==> src/rtl/draw_seq_pkg.sv <==
// Shared types for the drawing-engine sequencer.
// State encoding and channel-index width helper.
package draw_seq_pkg;

  typedef enum logic [1:0] {
    S_IDLE,
    S_RUN,
    S_GAP,
    S_DONE
  } seq_state_t;

  function automatic int ach_w(input int n);
    return (n > 1) ? $clog2(n) : 1;
  endfunction

endpackage

==> src/rtl/draw_sequencer_next_ch_sel.sv <==
// Channel picker: next enabled index above cur,
// plus the lowest enabled index of the mask.
module next_ch_sel
  import draw_seq_pkg::*;
#(
  parameter int N_CH  = 4,
  parameter int ACH_W = ach_w(N_CH)
) (
  input  logic [N_CH-1:0]  mask,
  input  logic [ACH_W-1:0] cur,
  output logic [ACH_W-1:0] nxt,
  output logic             found,
  output logic [ACH_W-1:0] lowest
);

  // Scan downward so the last hit is the lowest.
  always_comb begin
    nxt    = '0;
    found  = 1'b0;
    lowest = '0;
    for (int i = N_CH - 1; i >= 0; i--) begin
      if (mask[i] && (ACH_W'(i) > cur)) begin
        nxt   = ACH_W'(i);
        found = 1'b1;
      end
      if (mask[i]) begin
        lowest = ACH_W'(i);
      end
    end
  end

endmodule

==> src/rtl/draw_sequencer.sv <==
// Runs drawing engines one after another and
// muxes the owning engine's pixels onto the VGA port.
module draw_sequencer
  import draw_seq_pkg::*;
#(
  parameter int N_CH = 4,
  parameter int X_W  = 8,
  parameter int Y_W  = 7,
  parameter int C_W  = 3,
  localparam int ACH_W = ach_w(N_CH)
) (
  input  logic                clk,
  input  logic                rst_n,
  input  logic                start,
  input  logic [N_CH-1:0]     ch_en,
  input  logic                loop_mode,
  input  logic [N_CH-1:0]     eng_done,
  input  logic [N_CH*X_W-1:0] eng_x,
  input  logic [N_CH*Y_W-1:0] eng_y,
  input  logic [N_CH*C_W-1:0] eng_colour,
  input  logic [N_CH-1:0]     eng_plot,
  output logic [N_CH-1:0]     eng_start,
  output logic [X_W-1:0]      vga_x,
  output logic [Y_W-1:0]      vga_y,
  output logic [C_W-1:0]      vga_colour,
  output logic                vga_plot,
  output logic [ACH_W-1:0]    active_ch,
  output logic                busy,
  output logic                done
);

  localparam logic [N_CH-1:0] ONE = N_CH'(1);

  seq_state_t       state_q, state_d;
  logic [N_CH-1:0]  en_q, en_d;
  logic [ACH_W-1:0] act_q, act_d;
  logic [N_CH-1:0]  est_q, est_d;

  logic [N_CH-1:0]  sel_mask;
  logic [ACH_W-1:0] sel_nxt;
  logic             sel_found;
  logic [ACH_W-1:0] sel_low;

  // In IDLE the incoming mask is the one being latched.
  assign sel_mask = (state_q == S_IDLE) ? ch_en : en_q;

  next_ch_sel #(
    .N_CH  (N_CH),
    .ACH_W (ACH_W)
  ) u_sel (
    .mask   (sel_mask),
    .cur    (act_q),
    .nxt    (sel_nxt),
    .found  (sel_found),
    .lowest (sel_low)
  );

  always_comb begin
    state_d = state_q;
    en_d    = en_q;
    act_d   = act_q;
    est_d   = '0;
    unique case (state_q)
      S_IDLE: begin
        if (start) begin
          en_d = ch_en;
          if (ch_en == '0) begin
            state_d = S_DONE;
          end else begin
            act_d   = sel_low;
            state_d = S_RUN;
            est_d   = ONE << sel_low;
          end
        end
      end
      S_RUN: begin
        if (!start) begin
          state_d = S_IDLE;
        end else if (eng_done[act_q]) begin
          state_d = S_GAP;
        end else begin
          est_d = ONE << act_q;
        end
      end
      S_GAP: begin
        if (!start) begin
          state_d = S_IDLE;
        end else if (!eng_done[act_q]) begin
          if (sel_found) begin
            act_d   = sel_nxt;
            state_d = S_RUN;
            est_d   = ONE << sel_nxt;
          end else if (loop_mode) begin
            act_d   = sel_low;
            state_d = S_RUN;
            est_d   = ONE << sel_low;
          end else begin
            state_d = S_DONE;
          end
        end
      end
      S_DONE: begin
        if (!start) begin
          state_d = S_IDLE;
        end
      end
      default: state_d = S_IDLE;
    endcase
  end

  always_ff @(posedge clk or negedge rst_n) begin
    if (!rst_n) begin
      state_q <= S_IDLE;
      en_q    <= '0;
      act_q   <= '0;
      est_q   <= '0;
    end else begin
      state_q <= state_d;
      en_q    <= en_d;
      act_q   <= act_d;
      est_q   <= est_d;
    end
  end

  always_comb begin
    vga_x      = '0;
    vga_y      = '0;
    vga_colour = '0;
    for (int i = 0; i < N_CH; i++) begin
      if (ACH_W'(i) == act_q) begin
        vga_x      = eng_x[i*X_W +: X_W];
        vga_y      = eng_y[i*Y_W +: Y_W];
        vga_colour = eng_colour[i*C_W +: C_W];
      end
    end
  end

  assign vga_plot  = eng_plot[act_q] & (state_q == S_RUN);
  assign eng_start = est_q;
  assign active_ch = act_q;
  assign busy      = (state_q == S_RUN) | (state_q == S_GAP);
  assign done      = (state_q == S_DONE);

endmodule

==> config.mk <==
export PLATFORM = sky130hd
export DESIGN_NAME = draw_sequencer
export DESIGN_NICKNAME = d
export VERILOG_FILES = /design/src/rtl/draw_seq_pkg.sv /design/src/rtl/draw_sequencer_next_ch_sel.sv /design/src/rtl/draw_sequencer.sv
export SDC_FILE = /design/constraint.sdc
export NUM_CORES = 1
export LEC_CHECK = 0
export ABC_AREA = 1
export BUFFER_PORTS_ARGS = -buffer_cell sky130_fd_sc_hd__buf_2
export CAP_MARGIN = 30
export CORE_ASPECT_RATIO = 1.4
export CORE_MARGIN = 2
export CORE_UTILIZATION = 40
export DETAILED_ROUTE_END_ITERATION = 7
export MAX_ROUTING_LAYER = met4
export PLACE_DENSITY = 0.91
export SKIP_CTS_REPAIR_TIMING = 1
export SLEW_MARGIN = 0
export SYNTH_ARGS = -nofsm -noshare
export SYNTH_HDL_FRONTEND = slang
export SYNTH_SLANG_ARGS = --single-unit
==> constraint.sdc <==
create_clock -name clk -period 1.7 [get_ports clk]
set_input_delay 0.085 -clock clk [delete_from_list [all_inputs] [get_ports clk]]
set_output_delay 0.085 -clock clk [all_outputs]
set_load 0.05 [all_outputs]
[After elaboration in Yosys (flattened, before gate mapping)]
Index checks and enable logic that the tools add are counted.
Storage, ports and cells
  latch bits: 0
  ROM bits: 0
  word-level logic and storage cells: 94
  memory bits (writable): 0
  bits in registers: 12
  memories: 0
Operators by class
  multiply operators: 0
  divide/modulo/power cells: 0
  equal/unequal tests: 14
  magnitude comparators: 5
  mux-type cells: 55
  shift operators: 3
  reductions and logical operators: 11
  add/subtract/negate cells: 0
  bitwise operators: 2
Operators by type and width (number)
  2-bit two-way mux: 23
  4-bit two-way mux: 9
  8-bit two-way mux: 4
  7-bit two-way mux: 4
  3-bit two-way mux: 4
  4-bit case mux with 3 select lines: 1
  1-bit by 2-bit << shifter with 4-bit output, first input constant: 3
  2-bit != test, second input constant: 5
  3-bit != test, second input constant: 3
  2-bit case mux with 4 select lines: 1
  1-bit two-way mux: 6
  6-bit AND reduction: 1
  1-bit binary-select mux with 2-bit select: 2
  2-bit equality test, first input constant: 2
  2-bit equality test, second input constant: 2
  1-bit by 2-bit > comparator with 1-bit output, first input constant: 2
  2-bit > comparator, first input constant: 2
  1-bit logical AND: 4
  2-bit zero test: 2
  4-bit zero test: 1
  2-bit case mux with 2 select lines: 1
  4-bit AND reduction: 1
  2-bit by 3-bit < comparator with 1-bit output, second input constant: 1
  1-bit by 2-bit equality test with 1-bit output, first input constant: 1
  other kinds (5): 5

[Longest topological paths before layout]
  depth in word-level cells: 12
  gate-level depth with buffers: 14
  depth with buffers taken out: 13

[Modules after synthesis]
A second synthesis with hierarchy kept.
Second synthesis, totals
  cell total of the unflattened synthesis: 286
  area total of the unflattened synthesis: 1556.5 um2
Modules (own cells, without submodules)
  draw_sequencer: times used 1, cells an instance 269, area an instance 1482.7 um2
  next_ch_sel: times used 1, cells an instance 17, area an instance 73.8 um2

[Worst setup path before layout]
No wires, ideal clock.
  kind: register -> output
  start: reg act_q[0], in the netlist active_ch[0]
  end: out vga_plot
  buffers on the path: 1
  setup slack: -0.440 ns
  stages on the path, launching flop included: 6
  required time: 1.615 ns
  arrival time: 2.055 ns
  cell sequence: dfrtp_1 > nand2_1 > inv_1 > buf_2 > nand2_1 > a31oi_1
On the way
  longest elaborated chain between the ends: 3
Ends and longest elaborated chain
  from (decl): RTL line draw_sequencer.sv:36  | logic [ACH_W-1:0] act_q, act_d;
  from (signal assigned): RTL line draw_sequencer.sv:120  | act_q <= act_d;
  1-bit binary-select mux with 2-bit select: RTL line draw_sequencer.sv:138  | assign vga_plot = eng_plot[act_q] & (state_q == S_RUN);
  1-bit two-way mux (not written as such): RTL line draw_sequencer.sv:138
  1-bit bitwise AND: RTL line draw_sequencer.sv:138
  to (decl): RTL line draw_sequencer.sv:26  | output logic vga_plot,
Every way passes these cells. The select of a mux whose other input is x is not followed.

[Worst setup path in the final report]
  start: reg state_q[0]
  end: reg est_q[1], in the netlist eng_start[1]
On the way
  longest elaborated chain between the ends: 12
Ends and longest elaborated chain
  from (decl): RTL line draw_sequencer.sv:34  | seq_state_t state_q, state_d;
  from (signal assigned): RTL line draw_sequencer.sv:118  | state_q <= state_d;
  2-bit zero test: RTL line draw_sequencer.sv:45, draw_sequencer.sv:63
  4-bit two-way mux: RTL line draw_sequencer.sv:45  | assign sel_mask = (state_q == S_IDLE) ? ch_en : en_q;
  2-bit two-way mux / 1-bit logical AND (equally long branches): RTL line draw_sequencer_next_ch_sel.sv:26, draw_sequencer_next_ch_sel.sv:22
  2-bit two-way mux (on tied branches) (3 in series): RTL line draw_sequencer_next_ch_sel.sv:26, draw_sequencer_next_ch_sel.sv:22
  1-bit by 2-bit << shifter with 4-bit output / 2-bit two-way mux (equally long branches): RTL line draw_sequencer.sv:72, draw_sequencer.sv:96, draw_sequencer_next_ch_sel.sv:22
  4-bit two-way mux / 1-bit by 2-bit << shifter with 4-bit output (equally long branches): RTL line draw_sequencer.sv:93, draw_sequencer.sv:92
  4-bit two-way mux: RTL line draw_sequencer.sv:89  | if (sel_found) begin
  4-bit two-way mux: RTL line draw_sequencer.sv:88  | end else if (!eng_done[act_q]) begin
  4-bit two-way mux: RTL line draw_sequencer.sv:86  | if (!start) begin
  4-bit case mux with 3 select lines *: RTL line draw_sequencer.sv:63  | unique case (state_q)
  named net est_d[1]: RTL line draw_sequencer.sv:37  | logic [N_CH-1:0] est_q, est_d;
  to (signal assigned): RTL line draw_sequencer.sv:121  | est_q <= est_d;
  to (decl): RTL line draw_sequencer.sv:37
Mark *: on every way through the listed nets, which the timed path passes. The rest lies on a longest branch.
A chain may end at the register's enable or synchronous reset.

==> results.toml <==
[status]
status = "finished clean"

[drt]
drcViolationCount = 0
wire_per_inst_um = 13.2
dr.pass1.iters = 4
ant_nets = 0
routed_wl_um = 5630
via_per_inst = 5.09
vias = 2174
drt_iter0_drc = 54

[yosys]
synthTopCellsByCount = "nand2_1 (131), inv_1 (24), nand4_1 (21)"
synth_top_cells_by_area = "nand2_1 (34%), dfrtp_1 (21%), nand4_1 (9.1%), inv_1 (6.3%), ha_1 (4.4%)"
synth_top_area_share_pct = 34.2
syn_nets = 353
yosysMostFrequentCell = "nand2_1"
ys_seq_elements = 12
synth_top_area_cell = "nand2_1"
synthArstFlopShare_pct = 100
syn_area_per_cell_um2 = 5.53
synth_edf_count = 0
yosys_warnings = 0
synth_cell_types = 24
synth_area_um2 = 1440
syn_inst = 260
synth_seq_area_share_pct = 20.9
synth_ff_type = "dfrtp_1"

[critical_path]
cpMaxStageDelayCell = "dfrtp_1"
cp_top_family = "flip-flops"
path_cells = "inv_2, buf_4, ha_1, nand2_1, inv_1, nand3_1, a21oi_1, nand3_1, a21oi_1"
slowest_delay_ps = 390
end_kind = "register"
cp.arrival_ps = 1810
crit_buf_inv = 3
cp.required_ps = 1870
path_max_fanout = 4
cp-start-kind = "register"
worstSetupPathType = "register to register"

[die]
core_region_area_um2 = 3410
start_util_pct = 42.2
die_h_um = 74.9
die_w_um = 54.7
die-area_um2 = 4100
io_pins = 115
rows = 25

[grt]
grt_max_degree = 19
first_global_vias = 1931
grt_usage_pct = 27.3
grt_pass1_wl_um = 7940
antenna_found_initial = 0
grt_overflow = 0

[pwr]
share_comb_of_total_power_pct = 83.5
p_leak_nw = 1.36
share_clk_of_total_power_pct = 6.5
intPower_mw = 2.02
seq_power_share_pct = 10.0
ir_drop_uv = 1720
switchingPower_mw = 2.99
p_per_area_nw_per_um2 = 2090
netSwitchingFraction_pct = 59.7

[sta]
period_needed_ps = 1650
worst_pin_slew_ps = 321
setup_viol = 0
fin_skew_ps = 4.62
fin_crit_sh_pct = 96.8
fmaxAchievable_mhz = 608
slew-limit-headroom_pct = 78.5
finalHoldViolCount = 0
tns_ps = 0
slew_viol_final = 0

[place]
hpwl_um = 4350
globalplace.congestion = 0.884
port_buffers = 114
place.detailed.instances = 421

[finish]
fin_nets = 481
diodes = 0
instances_no_fill = 427
area_growth_pct = 66.3
fillCellCount = 317
drive_gt1_share_pct = 41.6

[clocking]
clk_latency_ps = 250
cts_tree = "yes"
cts_root_buffer = "clkbuf_8"
numCtsBuffers = 3
cts_max_level = 1
cts.clk_slew.worst_paths_ps = 60
cts_num_sinks = 12
cts_buffer_depth = 2

[worst_hold_path]
min-delay-path-class = "primary input to register"

[flow_run]
maxCapViolCount = 0
-- power groups by stage --
stage / clock network (mW) / logic, mW / registers, mW
after floorplan: 0 / 2.58 / 0.665
final: 0.327 / 4.18 / 0.499
after global routing: 0.349 / 4.50 / 0.516
after CTS: 0.332 / 3.74 / 0.488
after detailed placement: 0 / 3.71 / 0.492
after global placement: 0 / 3.63 / 0.488
-- worst paths after layout --
kind,start,endpoint,slack [ps],cells after the start
min in group asynchronous,rst_n,state_q[1],250,2
setup / recovery,state_q[0],eng_start[1],50,9
setup reg to reg,state_q[0],eng_start[1],50,9
max in group asynchronous,rst_n,active_ch[0],1210,2
hold reg to reg,en_q[2],en_q[2],480,2
hold / removal,ch_en[0],en_q[0],90,3
-- kinds of logic (layout without fill, tap and decap cells) --
group	Yosys count	in the layout	share of synthesized area [%]
AOI/OAI and AO/OA	21	21	8.18
DFF	12	12	20.9
buffers and inverters	36	163	10.4
and+or+nand+nor	186	186	56.2
adders and majority gates	5	5	4.35
-- routing by layer --
layer	share of wire (%)	routed length, um	GRT usage [%]
met5	0	0	-
met4	2.6	144	14.2
met3	6.4	361	4.37
met2	58	3270	53.0
met1	33	1860	23.2
-- worst min-delay path, cell delays in order --
cell and delay (ps):
buf_2 100, nand2_1 50, o21ai_0 70
-- placed cells by master, fill, tap and decap left out, drive strengths merged --
| cell | n |
|---|---|
| a21oi | 11 |
| a22oi | 1 |
| a31oi | 2 |
| buf | 125 |
| clkbuf | 10 |
| dfrtp | 12 |
| dlygate4sd3 | 1 |
| ha | 5 |
| inv | 27 |
| nand2 | 133 |
| nand3 | 14 |
| nand3b | 1 |
| nand4 | 21 |
| nor2 | 16 |
| nor3 | 1 |
| o21ai | 6 |
| o221ai | 1 |
-- final cells by class --
| class | count | area, um^2 | share of cell area (%) |
|---|---|---|---|
| well taps | 40 | 50.0 | 2.09 |
| inverters | 27 | 101 | 4.24 |
| clock buffers | 4 | 55.1 | 2.30 |
| flip-flops and latches | 12 | 303 | 12.7 |
| repair buffers | 132 | 826 | 34.5 |
| multi-input cells | 212 | 1060 | 44.2 |
-- stage by stage --
stage / setup WS (ps) / instance area, um^2 / power, mW / hold slack (ps) / util (%)
floorplan: 34.0 / 1460 / 3.24 / -211 / -
finish: 54.9 / 2390 / 5.01 / 89.5 / 70.1
global placement: 69.9 / 2170 / 4.12 / -20.1 / 63.7
detailed placement: -41.5 / 2170 / 4.20 / -16.3 / 63.7
CTS: -65.6 / 2230 / 4.56 / -288 / 65.4
global route: -2.49 / 2390 / 5.36 / 131 / 70.1
-- sequential cells by signal (all words and copies together), names as in the netlist --
signal / flops
state_q: 2
eng_start: 4
en_q: 4
active_ch: 2
Note: power is estimated with default switching activity, not from simulation.
